**src/rtl/bch_pkg.sv**
```systemverilog
// Shared GF(2^m) helpers for the BCH datapath (syndrome, BM and Chien blocks).
// All functions are evaluated at elaboration to build constant XOR matrices.
package bch_pkg;

    localparam int C_MAX_M = 16;
    localparam logic [5:0] C_PRIM_POLY_DEFAULT = 6'h25;

    typedef logic [C_MAX_M-1:0] gf_elem_t;
    // Column b holds alpha^e * alpha^b, so a product is the XOR of columns
    // selected by the set bits of the multiplicand.
    typedef logic [C_MAX_M-1:0][C_MAX_M-1:0] gf_mat_t;

    function automatic gf_elem_t f_alpha_pow(input int m, input logic [31:0] poly, input int e);
        logic [C_MAX_M:0] v;
        int n;
        v = '0;
        v[0] = 1'b1;
        n = e % ((1 << m) - 1);
        for (int i = 0; i < n; i++) begin
            v = v << 1;
            if ((v >> m) != '0)
                v = v ^ poly[C_MAX_M:0];
        end
        return v[C_MAX_M-1:0];
    endfunction

    function automatic gf_mat_t f_const_mult_matrix(input int m, input logic [31:0] poly, input int e);
        gf_mat_t mat;
        mat = '0;
        for (int b = 0; b < m; b++)
            mat = mat | (gf_mat_t'(f_alpha_pow(m, poly, e + b)) << (b * C_MAX_M));
        return mat;
    endfunction

endpackage

```
**src/rtl/bch_syn_lane.sv**
```systemverilog
// One odd-syndrome accumulator S(C_J): Horner step by alpha^(C_J*C_PAR) plus
// the constant feed-in of a C_PAR-bit beat.
module bch_syn_lane
    import bch_pkg::*;
#(
    parameter int C_M   = 5,
    parameter int C_PAR = 4,
    parameter int C_J   = 1,
    parameter logic [C_M:0] C_PRIM_POLY = C_PRIM_POLY_DEFAULT
) (
    input  logic             clk,
    input  logic             rst,
    input  logic             en,
    input  logic             first,
    input  logic [C_PAR-1:0] data,
    output logic [C_M-1:0]   acc_nxt
);

    localparam gf_mat_t C_MAT = f_const_mult_matrix(C_M, 32'(C_PRIM_POLY), C_J * C_PAR);

    logic [C_M-1:0]         acc;
    logic [C_M:0][C_M-1:0]  shift_sum;
    logic [C_PAR:0][C_M-1:0] feed_sum;

    assign shift_sum[0] = '0;
    assign feed_sum[0]  = '0;

    for (genvar b = 0; b < C_M; b++) begin : g_shift
        localparam gf_elem_t C_COL = C_MAT[b];
        assign shift_sum[b+1] = shift_sum[b] ^ (acc[b] ? C_COL[C_M-1:0] : '0);
    end

    // Coefficient k of the beat sits at alpha^(C_J*k) relative to the beat's lowest degree.
    for (genvar k = 0; k < C_PAR; k++) begin : g_feed
        localparam gf_elem_t C_FEED = f_alpha_pow(C_M, 32'(C_PRIM_POLY), C_J * k);
        assign feed_sum[k+1] = feed_sum[k] ^ (data[k] ? C_FEED[C_M-1:0] : '0);
    end

    assign acc_nxt = (first ? '0 : shift_sum[C_M]) ^ feed_sum[C_PAR];

    always_ff @(posedge clk or posedge rst) begin
        if (rst)
            acc <= '0;
        else if (en)
            acc <= acc_nxt;
    end

endmodule

```
**src/rtl/bch_syndrome_seq.sv**
```systemverilog
// Streaming BCH syndrome engine: C_PAR codeword bits per beat, highest degree
// first, odd syndromes S1..S(2t-1) held in output registers until consumed.
module bch_syndrome_seq
    import bch_pkg::*;
#(
    parameter int C_M       = 5,
    parameter int C_N       = 31,
    parameter int C_ERR_NUM = 4,
    parameter int C_PAR     = 4,
    parameter logic [C_M:0] C_PRIM_POLY = C_PRIM_POLY_DEFAULT
) (
    input  logic                       I_clk,
    input  logic                       I_rst,
    input  logic                       I_clear,
    input  logic                       I_valid,
    output logic                       O_ready,
    input  logic [C_PAR-1:0]           I_data,
    output logic                       O_syn_valid,
    input  logic                       I_syn_ready,
    output logic [C_M*C_ERR_NUM-1:0]   O_syndromes,
    output logic                       O_correct
);

    localparam int C_B  = (C_N + C_PAR - 1) / C_PAR;
    localparam int C_R  = C_N - (C_B - 1) * C_PAR;
    localparam int C_CW = (C_B > 1) ? $clog2(C_B) : 1;
    localparam logic [C_CW-1:0]  C_LAST       = C_CW'(C_B - 1);
    localparam logic [C_PAR-1:0] C_FIRST_MASK = {C_PAR{1'b1}} >> (C_PAR - C_R);

    logic [C_CW-1:0]                 cnt;
    logic                            first;
    logic                            last;
    logic                            accept;
    logic [C_PAR-1:0]                beat;
    logic [C_ERR_NUM-1:0][C_M-1:0]   syn_nxt;

    assign first   = (cnt == '0);
    assign last    = (cnt == C_LAST);
    // Only a final beat can collide with an unconsumed result.
    assign O_ready = !(last && O_syn_valid && !I_syn_ready);
    assign accept  = I_valid && O_ready && !I_clear;
    assign beat    = first ? (I_data & C_FIRST_MASK) : I_data;

    for (genvar i = 0; i < C_ERR_NUM; i++) begin : g_lane
        bch_syn_lane #(
            .C_M         (C_M),
            .C_PAR       (C_PAR),
            .C_J         (2 * i + 1),
            .C_PRIM_POLY (C_PRIM_POLY)
        ) u_lane (
            .clk     (I_clk),
            .rst     (I_rst),
            .en      (accept),
            .first   (first),
            .data    (beat),
            .acc_nxt (syn_nxt[i])
        );
    end

    always_ff @(posedge I_clk or posedge I_rst) begin
        if (I_rst) begin
            cnt         <= '0;
            O_syn_valid <= 1'b0;
            O_syndromes <= '0;
            O_correct   <= 1'b0;
        end else begin
            if (I_clear)
                cnt <= '0;
            else if (accept)
                cnt <= last ? '0 : cnt + C_CW'(1);

            if (accept && last) begin
                O_syndromes <= syn_nxt;
                O_correct   <= (syn_nxt == '0);
                O_syn_valid <= 1'b1;
            end else if (O_syn_valid && I_syn_ready) begin
                O_syn_valid <= 1'b0;
            end
        end
    end

endmodule
```
**config.mk**
```make
export PLATFORM = sky130hd
export DESIGN_NAME = bch_syndrome_seq
export DESIGN_NICKNAME = d
export VERILOG_FILES = /design/src/rtl/bch_pkg.sv /design/src/rtl/bch_syn_lane.sv /design/src/rtl/bch_syndrome_seq.sv
export SDC_FILE = /design/constraint.sdc
export NUM_CORES = 1
export LEC_CHECK = 0
export ABC_AREA = 1
export BUFFER_PORTS_ARGS = -buffer_cell sky130_fd_sc_hd__clkbuf_2
export CAP_MARGIN = 40
export CORE_MARGIN = 10
export CORE_UTILIZATION = 39
export DETAILED_ROUTE_END_ITERATION = 7
export HOLD_SLACK_MARGIN = 0.05
export MAX_ROUTING_LAYER = met4
export PLACE_DENSITY = 0.57
export SLEW_MARGIN = 0
export SYNTH_ARGS = -nofsm -noshare
export SYNTH_HDL_FRONTEND = slang
export SYNTH_HIERARCHICAL = 1
export SYNTH_SLANG_ARGS = --single-unit
```
**constraint.sdc**
```tcl
create_clock -name I_clk -period 4.25 [get_ports I_clk]
set_input_delay 0.425 -clock I_clk [delete_from_list [all_inputs] [get_ports I_clk]]
set_output_delay 0.425 -clock I_clk [all_outputs]
set_load 0.005 [all_outputs]
```
* Word-level counts from Yosys, hierarchy flattened
Cells that the tools add are included.
** Operators by class
- Add/subtract/negate cells :: 1
- Equal/unequal tests :: 1
- Muxes and demuxes :: 43
- Bitwise operators :: 32
- Reduce and logical (&&, ||, !) cells :: 13
** Operators with widths (number)
- $xor A5 B5 Y5 :: 32
- $mux W5 :: 21
- $mux W4 :: 10
- $logic_not A20 Y1 :: 1
- $mux W3 :: 6
- $logic_and A1 B1 Y1 :: 6
- $mux W1 :: 4
- $mux W2 :: 2
- $reduce_bool A2 Y1 :: 2
- $add A3 B1 Y3 const B :: 1
- $eq A3 B3 Y1 const B :: 1
- $logic_not A1 Y1 :: 3
- $logic_not A3 Y1 :: 1
** Word-level totals
- Flip-flop bits (word level) :: 45
- Word-level logic and storage cells :: 98

* Logic depth before layout (Yosys ltp)
Gate-level depths: netlist of the first run.
- Depth after elaboration :: 8
- Gate-level depth with buffers :: 18
- Mapped depth without buffers :: 18

* Modules after synthesis
The synthesis of the first run kept the hierarchy.
** By module, submodules not included
- bch_syndrome_seq :: instances 1, cells an instance 137, area an instance 1118.6 um^2, seq. area each 625.6 um^2
- bch_syn_lane at g_lane[2].u_lane :: instances 1, cells an instance 88, area an instance 519.2 um^2, seq. area each 125.1 um^2
- bch_syn_lane at g_lane[1].u_lane :: instances 1, cells an instance 73, area an instance 493.0 um^2, seq. area each 125.1 um^2
- bch_syn_lane at g_lane[3].u_lane :: instances 1, cells an instance 61, area an instance 405.4 um^2, seq. area each 125.1 um^2
- bch_syn_lane at g_lane[0].u_lane :: instances 1, cells an instance 45, area an instance 342.8 um^2, seq. area each 125.1 um^2

* Worst setup path before layout of the first run
Ideal clock, no wire load.
- Path type :: reg2reg
- Start :: reg cnt[0]
- End :: reg O_correct
- Arrival :: 2.198 ns
- Path slack :: 1.987 ns
- Cell stages (with the launch flop) :: 17
- Clock period less this slack :: 2.263 ns
- Cell sequence :: dfrtp_1 inv_1 ha_1 inv_1 nor2_1 nor2_1 buf_4 xnor2_1 nand2_1 nand2_1 nand2_1 and2_1 nor2_1 nand2_1 nor2_1 nand4_1 nand2_1
** RTL lines
- start, declared :: line bch_syndrome_seq.sv:30 : logic [C_CW-1:0] cnt;
- start signal, assigned :: line bch_syndrome_seq.sv:70 : cnt <= last ? '0 : cnt + C_CW'(1);
- end signal, assigned :: line bch_syndrome_seq.sv:74 : O_correct <= (syn_nxt == '0);
- end, declared :: line bch_syndrome_seq.sv:21 : output logic O_correct

==> qor.yml, run 1 <==
setup_path:
  cpMostUsedCell: "nand2_1"
  cp_slowest_cell: "nor2_1"
  critPathCaptureType: "register"
  worst-path-max-fanout: 10
  critPathLaunchType: "register"
  path_class: "register to register"
  crit_required_ps: 4500
  path_cells: "inv_1 > ha_1 > inv_1 > nor2_1 > nor2_1 > buf_4 > xnor2_1 > nand2_1 > nand2_1 > nand2_1 > and2_1 > nor2_1 > nand2_1 > nor2_1 > nand4_1 > nand2_1"
  worstPathArrival_ps: 2920
  cp_slowest_stage_delay_ps: 490
detailed_routing:
  postRouteAntennaNets: 0
  drt_iter0_markers: 126
  wl_per_cell_um: 12.5
  routed_wirelength_um: 6750
  drc_errors: 0
  viasPerCell: 4.55
  dr_total_vias: 2459
  firstDrtPassIters: 4
worst_hold_path:
  hold_class: "input port to async pin"
yosys:
  synthCells: 404
  synth.ff_latch_count: 45
  seq_area_frac_synth: 0.391
  synth_area_mm2: 0.00288
  synth.distinct_cells: 28
  synth_edf_count: 0
  ys_warn_count: 6
  avgSynthCellArea_um2: 7.13
  synthFlopType: "dfrtp_1"
  async_flop_share: 1.00
  syn_nets: 416
timing:
  hold_viol: 0
  tightest_slew_ps: 649
  setup_viol_count_final: 0
  fmax_ghz: 0.374
  final.setup.worst_slack_ps: 1580
  final-max-slew-violation-count: 0
  tns_ps: 0
  slew_headroom: 0.566
  min_period_ps: 2670
  rsz0062_at_grt: "false"
  whs_ps: 104
  fin_crit_sh: 0.629
  skew_ps: 7.88
placed_design:
  routabilityCongestion: 0.834
  pre_cts_slack_ps: 1480
  portBuffers: 31
  dpl.hpwl_um: 5340
clock_tree:
  clkLatencyLatePin_ps: 300
  cts_hold_buf: 0
  clk_pin_slew_ps: 100
  clockBufferDepth: 2
  cts_tree: "done"
  cts_sinks: 45
  h-tree-depth: 2
  cts_buffers: 5
  post-cts-setup-buffer-count: 0
  cts-root-buf: "clkbuf_8"
  cts_resized: 0
grt:
  track_usage: 0.131
  antenna_found_initial: 0
  grt_pass1_wl_um: 12000
  grt_pass1_vias: 2504
  overflow: 0
  grt_max_degree: 28
die:
  rows: 31
  dieArea_mm2: 0.0112
  die_w_um: 106
  ios: 32
  start_util: 0.399
  die_h_um: 106
  coreArea_mm2: 0.00721
power:
  power.density_mw_per_mm2: 395
  power_frac_clock: 0.218
  p_sw_uw: 519
  p_comb_frac: 0.367
  p_seq_frac: 0.415
  intPower_uw: 771
  ir_worst_vdd_v: 0.000145
  swShare: 0.402
  leakagePower_nw: 1.84
finish:
  diodes: 0
  fin_nets: 452
  syn_to_final_growth_pct: 13.4
  final_cell_mix: "nand2_1 (179), inv_1 (48), dfrtp_1 (45)"
  mostFrequentLayoutCell: "nand2_1"
  drive_gt1_frac: 0.184
job:
  maxCapViolCount: 0
outcome:
  status: "finished, final reports clean"
==> worst paths after layout <==
path	startpoint	endpoint	slack, ps	depth (start not counted)
worst max-delay path	cnt[0]$_DFFE_PP0P_	O_correct$_DFFE_PP0P_	1580	16
worst min-delay path	I_rst	g_lane[3].u_lane/acc[3]$_DFFE_PP0P_	100	2
worst max register to register	cnt[0]$_DFFE_PP0P_	O_correct$_DFFE_PP0P_	1580	16
worst min register to register	O_syndromes[19]$_DFFE_PP0P_	O_syndromes[19]$_DFFE_PP0P_	490	2
max in group asynchronous	I_rst	O_syndromes[9]$_DFFE_PP0P_	3520	3
min in group I_clk	I_syn_ready	O_syn_valid$_DFFE_PP0P_	400	4
==> power groups by stage <==
stage	Sequential, mW	Combinational [mW]	Clock (mW)
after detailed placement	0.544	0.475	0
final	0.536	0.474	0.282
after floorplan	0.527	0.393	0
after global placement	0.544	0.467	0
after global routing	0.544	0.547	0.312
after CTS	0.535	0.478	0.294
==> routing by layer <==
| metal | up-vias | GRT usage | wire length (um) |
|---|---|---|---|
| met4 | 0 | 0.0445 | 124 |
| met5 | - | - | 0 |
| met2 | 42 | 0.212 | 3140 |
| li1 | 1287 | - | - |
| met3 | 9 | 0.0272 | 259 |
| met1 | 1121 | 0.160 | 3230 |
==> synthesized netlist by cell type (2+ instances only) <==
cell type	instances	share of area
xor2_1	5	0.015
xor2_2	7	0.040
nand2_2	11	0.024
nand3_1	27	0.047
xnor2_1	8	0.024
dfrtp_1	45	0.39
buf_6	2	0.0078
nand3_2	5	0.017
ha_1	3	0.013
nand2_1	179	0.23
nand4_1	4	0.0087
inv_1	48	0.063
nor2_1	18	0.023
and2_1	7	0.015
o21ai_0	9	0.016
buf_2	3	0.0052
inv_2	8	0.010
o21ai_1	5	0.0087
==> cells by family (layout without fill, tap and decap cells) <==
group | count (synthesis) | count (layout) | synth area share
and+or+nand+nor | 256 | 256 | 0.391
adders and majority gates | 3 | 3 | 0.0130
xor gates and xnor gates | 21 | 21 | 0.0847
DFF | 45 | 45 | 0.391
AOI/OAI and AO/OA | 16 | 16 | 0.0291
buffers and inverters | 63 | 100 | 0.0908
==> per-stage QoR <==
| stage | instances | util | cell area (um^2) | power, mW |
|---|---|---|---|---|
| finish | 540 | 0.452 | 3260 | 1.29 |
| global route | 540 | 0.452 | 3260 | 1.40 |
| CTS | 539 | 0.451 | 3260 | 1.31 |
| detailed placement | 531 | 0.438 | 3160 | 1.02 |
| global placement | 529 | 0.433 | 3120 | 1.01 |
| floorplan | 404 | - | 2880 | 0.920 |
==> worst max-delay path, delay by kind of cell, from the launching register on <==
family | cells | cell delay (ps)
buffers and inverters | 3 | 340
XOR/XNOR | 1 | 240
AND/OR/NAND/NOR | 11 | 1500
flip-flops | 1 | 410
adder cells (fa/ha/maj) | 1 | 140
==> sequential cells by signal, summed over array words and instances (netlist names) <==
register / count
O_correct: 1
O_syn_valid: 1
O_syndromes: 20
cnt: 3
g_lane.u_lane/acc: 20
==> area by class of cell <==
class | instances | area [um^2]
inverters | 57 | 216
repair buffers | 35 | 213
flip-flops and latches | 45 | 1130
well taps | 99 | 124
clock buffers | 5 | 68.8
clock inverters | 3 | 25.0
fillers | 754 | 3950
multi-input cells | 296 | 1490
Note: power is estimated with default switching activity, not from simulation.
==> run 2: changes to the inputs <==
--- a/config.mk
+++ b/config.mk
@@ -13,7 +13,7 @@
 export DETAILED_ROUTE_END_ITERATION = 7
 export HOLD_SLACK_MARGIN = 0.05
 export MAX_ROUTING_LAYER = met4
-export PLACE_DENSITY = 0.57
+export PLACE_DENSITY = 0.59
 export SLEW_MARGIN = 0
 export SYNTH_ARGS = -nofsm -noshare
 export SYNTH_HDL_FRONTEND = slang
==> constraint.sdc (replaced) <==
create_clock -name I_clk -period 2.3 [get_ports I_clk]
set_input_delay 0.23 -clock I_clk [delete_from_list [all_inputs] [get_ports I_clk]]
set_output_delay 0.23 -clock I_clk [all_outputs]
set_load 0.005 [all_outputs]
==> qor.yml, run 2 (synthesis results as in run 1) <==
outcome:
  status: "finished, final reports clean"
timing:
  setup_viol_count_final: 0  # unchanged
  rsz0062_at_grt: "false"
  tightest_slew_ps: 535  # -114 ps
  fin_crit_sh: 0.903  # +0.274
  fmax_ghz: 0.482  # +29%
  tns_ps: 0  # unchanged
  whs_ps: 204  # +99.6 ps
  skew_ps: 9.57  # +1.69 ps
  min_period_ps: 2080  # -598 ps
  final-max-slew-violation-count: 0  # unchanged
  slew_headroom: 0.643  # +0.0773
  final.setup.worst_slack_ps: 223  # -1350 ps
  hold_viol: 0  # unchanged
grt:
  antenna_found_initial: 0  # unchanged
  grt_max_degree: 23  # -18%
  grt_pass1_vias: 2508  # +0.16%
  grt_pass1_wl_um: 11800  # -2.3%
  track_usage: 0.129  # -0.00201
  overflow: 0  # unchanged
power:
  intPower_mw: 1.43  # +86%
  p_seq_frac: 0.415  # about the same
  leakagePower_nw: 1.88  # +2.0%
  p_comb_frac: 0.374  # +0.007
  power_frac_clock: 0.211  # -0.007
  p_sw_uw: 947  # +82%
  swShare: 0.398  # -0.00462
  ir_worst_vdd_v: 0.000265  # +83%
  power.density_mw_per_mm2: 716  # +81%
worst_hold_path:
  whs_path_depth: 4
  min_from: "I_syn_ready"
  hold_end: "O_syn_valid$_DFFE_PP0P_"
  hold_class: "input port to register"
setup_path:
  cpMostUsedCell: "nand3_1"
  reg2reg_from: "cnt[0]$_DFFE_PP0P_"
  r2r_slack_ps: 220  # -1350 ps
  cp_slowest_cell: "inv_1"
  critPathCaptureType: "register"
  cp_top_family: "buffers and inverters"
  r2r-end: "g_lane[2].u_lane/acc[3]$_DFFE_PP0P_"
  worstPathArrival_ps: 2310  # -610 ps
  path_cells: "buf_4 > ha_1 > ha_1 > nand3_1 > nand3_1 > inv_1 > buf_4 > nand3_1 > nand2_1"
  cp_slowest_stage_delay_ps: 410  # -80 ps
  crit_required_ps: 2540  # -1960 ps
  reg2reg_depth: 9  # -7
  path_class: "register to register"
  cp_num_buf_inv: 3  # unchanged
  worst-path-max-fanout: 13  # +3
  critPathLaunchType: "register"
detailed_routing:
  firstDrtPassIters: 4  # unchanged
  postRouteAntennaNets: 0  # unchanged
  routed_wirelength_um: 6670  # -1.2%
  wl_per_cell_um: 12.2  # -2.8%
  dr_total_vias: 2483  # +0.98%
  drc_errors: 0  # unchanged
  drt_iter0_markers: 86  # -32%
  viasPerCell: 4.52  # -0.68%
clock_tree:
  cts_tree: "done"
  clkLatencyLatePin_ps: 300  # about the same
  cts_buffers: 5  # unchanged
  clockBufferDepth: 2  # unchanged
  h-tree-depth: 2  # unchanged
  clk_pin_slew_ps: 90  # about the same
  cts_sinks: 45  # unchanged
  cts-root-buf: "clkbuf_8"
die:
  dieArea_mm2: 0.0112  # unchanged
  start_util: 0.399  # unchanged
  coreArea_mm2: 0.00721  # unchanged
  die_h_um: 106  # unchanged
  ios: 32  # unchanged
  die_w_um: 106  # unchanged
  rows: 31  # unchanged
finish:
  final_core_util: 0.461  # +0.00833
  drive_gt1_frac: 0.207  # +0.0230
  diodes: 0  # unchanged
  mostFrequentLayoutCell: "nand2_1"
  syn_to_final_growth_pct: 15.5
  reg_top3: "O_syndromes x20, g_lane.u_lane/acc x20, cnt x3"
  final_cell_mix: "nand2_1 (178), inv_1 (47), dfrtp_1 (45)"
  fin_nets: 461  # +2.0%
placed_design:
  dpl.hpwl_um: 5360  # +0.35%
  portBuffers: 31  # unchanged
  routabilityCongestion: 0.862  # +3.4%
  pre_cts_slack_ps: 199  # -1280 ps
job:
  maxCapViolCount: 0  # unchanged
-- run 2: through the flow --
step / area (um^2) / power (mW) / cells
6_report: 3320 / 2.38 / 549
5_1_grt: 3320 / 2.60 / 549
4_1_cts: 3280 / 2.40 / 546
3_5_place_dp: 3180 / 1.88 / 537
3_3_place_gp: 3180 / 1.86 / 537
2_1_floorplan: 2880 / 1.70 / 404
-- run 2: cell type report --
cell class	instances	area, um^2
clock buffer	5	68.8
tap	99	124
multi-input combinational	296	1510
inverter	57	216
sequential	45	1130
timing repair buffer	44	259
clock inverter	3	21.3
fill	780	3890
-- run 2: timing repair --
action | CTS | global route
buffers inserted | 0 | 3
endpoints found under the setup margin | 0 | 1
hold buffers | 1 | 0
resized for setup | 0 | 6
endpoints found under the hold margin | 23 | 0
-- run 2: routing by layer --
metal	track usage	vias to the layer above	share of wire
met3	0.0254	9	0.037
li1	-	1309	-
met4	0.0464	0	0.022
met1	0.159	1125	0.47
met2	0.206	40	0.47
met5	-	-	0
-- run 2: how the worst max path moves through the flow --
stage / startpoint / endpoint / depth (start not counted)
2_1_floorplan: cnt[0]$_DFFE_PP0P_ / O_correct$_DFFE_PP0P_ / 16
5_1_grt: cnt[0]$_DFFE_PP0P_ / O_correct$_DFFE_PP0P_ / 18
3_5_place_dp: cnt[0]$_DFFE_PP0P_ / O_correct$_DFFE_PP0P_ / 19
4_1_cts: cnt[0]$_DFFE_PP0P_ / O_correct$_DFFE_PP0P_ / 19
6_report: cnt[0]$_DFFE_PP0P_ / g_lane[2].u_lane/acc[3]$_DFFE_PP0P_ / 9
3_3_place_gp: cnt[0]$_DFFE_PP0P_ / O_correct$_DFFE_PP0P_ / 19
-- run 2: worst reg2reg max path, delay by kind of cell (launching register included) --
| kind | cells | cell delay [ps] |
|---|---|---|
| AND/OR/NAND/NOR | 4 | 390 |
| flip-flops | 1 | 390 |
| buffers and inverters | 3 | 810 |
| adder cells (fa/ha/maj) | 2 | 420 |
-- run 2: power by group through the flow --
| stage | clock network, mW | registers [mW] | logic (mW) |
|---|---|---|---|
| 6_report | 0.503 | 0.987 | 0.890 |
| 4_1_cts | 0.529 | 0.988 | 0.883 |
| 3_5_place_dp | 0 | 1.00 | 0.879 |
| 3_3_place_gp | 0 | 1.00 | 0.865 |
| 2_1_floorplan | 0 | 0.974 | 0.727 |
| 5_1_grt | 0.565 | 1.00 | 1.04 |
==> run 3: changes to the inputs <==
--- a/config.mk
+++ b/config.mk
@@ -6,14 +6,14 @@
 export NUM_CORES = 1
 export LEC_CHECK = 0
 export ABC_AREA = 1
-export BUFFER_PORTS_ARGS = -buffer_cell sky130_fd_sc_hd__clkbuf_2
 export CAP_MARGIN = 40
 export CORE_MARGIN = 10
 export CORE_UTILIZATION = 39
 export DETAILED_ROUTE_END_ITERATION = 7
+export DONT_BUFFER_PORTS = 1
 export HOLD_SLACK_MARGIN = 0.05
 export MAX_ROUTING_LAYER = met4
-export PLACE_DENSITY = 0.59
+export PLACE_DENSITY_LB_ADDON = 0.05
 export SLEW_MARGIN = 0
 export SYNTH_ARGS = -nofsm -noshare
 export SYNTH_HDL_FRONTEND = slang
==> qor.yml, run 3 (synthesis results as in run 1) <==
detailed_routing:
  viasPerCell: 4.50  # -0.57%
  dr_total_vias: 2298  # -7.5%
  drc_errors: 0  # unchanged
  drt_iter0_markers: 89  # +3.5%
  postRouteAntennaNets: 0  # unchanged
  routed_wirelength_um: 6630  # -0.70%
  wl_per_cell_um: 13.0  # +6.7%
  firstDrtPassIters: 4  # unchanged
setup_path:
  cpMostUsedCell: "nor2_1"
  critPathLaunchType: "register"
  worst-path-max-fanout: 12  # -1
  cp_slowest_stage_delay_ps: 380  # -30 ps
  path_class: "register to register"
  crit_required_ps: 2540  # about the same
  path_cells: "inv_1 > ha_1 > inv_1 > nor2_2 > nor2_1 > buf_12 > xor2_2 > nand4_1 > and2_1 > nor2_1 > nand2_1 > nor2_1 > nand4_1 > nand2_1"
  worstPathArrival_ps: 2340  # +30 ps
  critPathCaptureType: "register"
  cp_slowest_cell: "dfrtp_1"
power:
  p_comb_frac: 0.352  # -0.022
  power_frac_clock: 0.246  # +0.035
  power.density_mw_per_mm2: 780  # +9.0%
  p_sw_uw: 933  # -1.4%
  swShare: 0.378  # -0.0197
  ir_worst_vdd_v: 0.000300  # +13%
  p_seq_frac: 0.402  # -0.013
  leakagePower_nw: 1.72  # -8.5%
  intPower_mw: 1.54  # +7.1%
grt:
  grt_max_degree: 33  # +43%
  grt_pass1_wl_um: 11400  # -2.9%
  antenna_found_initial: 0  # unchanged
  track_usage: 0.128  # -0.00153
  overflow: 0  # unchanged
  grt_pass1_vias: 2262  # -9.8%
timing:
  hold_viol: 0  # unchanged
  tns_ps: 0  # unchanged
  min_period_ps: 2100  # +24.0 ps
  fmax_ghz: 0.476  # -1.1%
  slew_headroom: 0.765  # +0.122
  whs_ps: 116  # -88.3 ps
  tightest_slew_ps: 352  # -182 ps
  final-max-slew-violation-count: 0  # unchanged
  setup_viol_count_final: 0  # unchanged
  skew_ps: 5.56  # -4.01 ps
  fin_crit_sh: 0.913  # +0.0104
  rsz0062_at_grt: "false"
finish:
  multiInputGateArea_mm2: 0.00151  # unchanged
  fin_nets: 423  # -8.2%
  syn_to_final_growth_pct: 9.87
  final_cell_mix: "nand2_1 (179), inv_1 (47), dfrtp_1 (45)"
  ff_latch_area_mm2: 0.00113  # unchanged
  drive_gt1_frac: 0.131  # -0.0756
  mostFrequentLayoutCell: "nand2_1"
  reg_top3: "O_syndromes x20, g_lane.u_lane/acc x20, cnt x3"
  fill_cells: 783  # +0.38%
  diodes: 0  # unchanged
  final_core_util: 0.438  # -0.0224
die:
  coreArea_mm2: 0.00721  # unchanged
  dieArea_mm2: 0.0112  # unchanged
  die_w_um: 106  # unchanged
  start_util: 0.399  # unchanged
  die_h_um: 106  # unchanged
  rows: 31  # unchanged
  ios: 32  # unchanged
clock_tree:
  cts_buffers: 5  # unchanged
  clkLatencyLatePin_ps: 300  # about the same
  h-tree-depth: 2  # unchanged
  clockBufferDepth: 2  # unchanged
  cts_tree: "done"
  cts_sinks: 45  # unchanged
  clk_pin_slew_ps: 90  # about the same
  cts-root-buf: "clkbuf_8"
  post-cts-setup-buffer-count: 0  # unchanged
outcome:
  status: "finished, final reports clean"
job:
  maxCapViolCount: 0  # unchanged
worst_hold_path:
  hold_class: "input port to register"
placed_design:
  portBuffers: 0  # -100%
  dpl.hpwl_um: 5250  # -1.9%
  routabilityCongestion: 0.856  # -0.68%
## run 3: final cells by class
type	count	area share
Clock buffer	6	0.0229
Clock inverter	2	0.0123
Inverter	57	0.0696
Multi-Input combinational cell	296	0.477
Sequential cell	45	0.356
Tap cell	99	0.0392
Timing Repair Buffer	6	0.0229
## run 3: final timing paths
check	start	to	slack, ps	cells after the start
worst max-delay path	cnt[0]$_DFFE_PP0P_	O_correct$_DFFE_PP0P_	200	14
worst min-delay path	I_syn_ready	O_syn_valid$_DFFE_PP0P_	120	3
worst max register to register	cnt[0]$_DFFE_PP0P_	O_correct$_DFFE_PP0P_	200	14
worst min register to register	g_lane[3].u_lane/acc[4]$_DFFE_PP0P_	g_lane[3].u_lane/acc[4]$_DFFE_PP0P_	520	2
max in group asynchronous	I_rst	O_syndromes[19]$_DFFE_PP0P_	1460	3
min in group asynchronous	I_rst	g_lane[3].u_lane/acc[3]$_DFFE_PP0P_	420	2
## run 3: metal layers
| metal | track usage | wire [um] |
|---|---|---|
| met3 | 0.0320 | 275 |
| met4 | 0.0319 | 53 |
| met2 | 0.193 | 2960 |
| met1 | 0.168 | 3340 |
| met5 | - | 0 |
## run 3: what timing repair did
item / in CTS / in global routing
hold endpoints to repair: 45 / 0
resized for setup: 0 / 4
hold buffers: 1 / 0
endpoints found under the setup margin: 0 / 1
## run 3: worst max-delay path, delay by kind of cell (launching register included)
kind,cells,cell delay (ps)
XOR/XNOR,1,160
adder cells (fa/ha/maj),1,180
buffers and inverters,3,290
flip-flops,1,380
AND/OR/NAND/NOR,9,1010
## run 3: per-stage QoR
step / cells / setup slack (ps) / cell area, um^2 / total power [mW]
after floorplan: 404 / 37.4 / 2880 / 1.70
after global routing: 511 / 0.248 / 3160 / 2.68
after CTS: 511 / 120 / 3140 / 2.50
final: 511 / 199 / 3160 / 2.47
after detailed placement: 502 / 155 / 3020 / 1.88
after global placement: 502 / 181 / 3020 / 1.88
## run 3: power groups by stage
| stage | Combinational [mW] | Sequential, mW | Clock (mW) |
|---|---|---|---|
| floorplan | 0.727 | 0.974 | 0 |
| global placement | 0.871 | 1.00 | 0 |
| detailed placement | 0.872 | 1.00 | 0 |
| CTS | 0.877 | 0.990 | 0.636 |
| global route | 1.02 | 1.01 | 0.657 |
| finish | 0.870 | 0.991 | 0.607 |
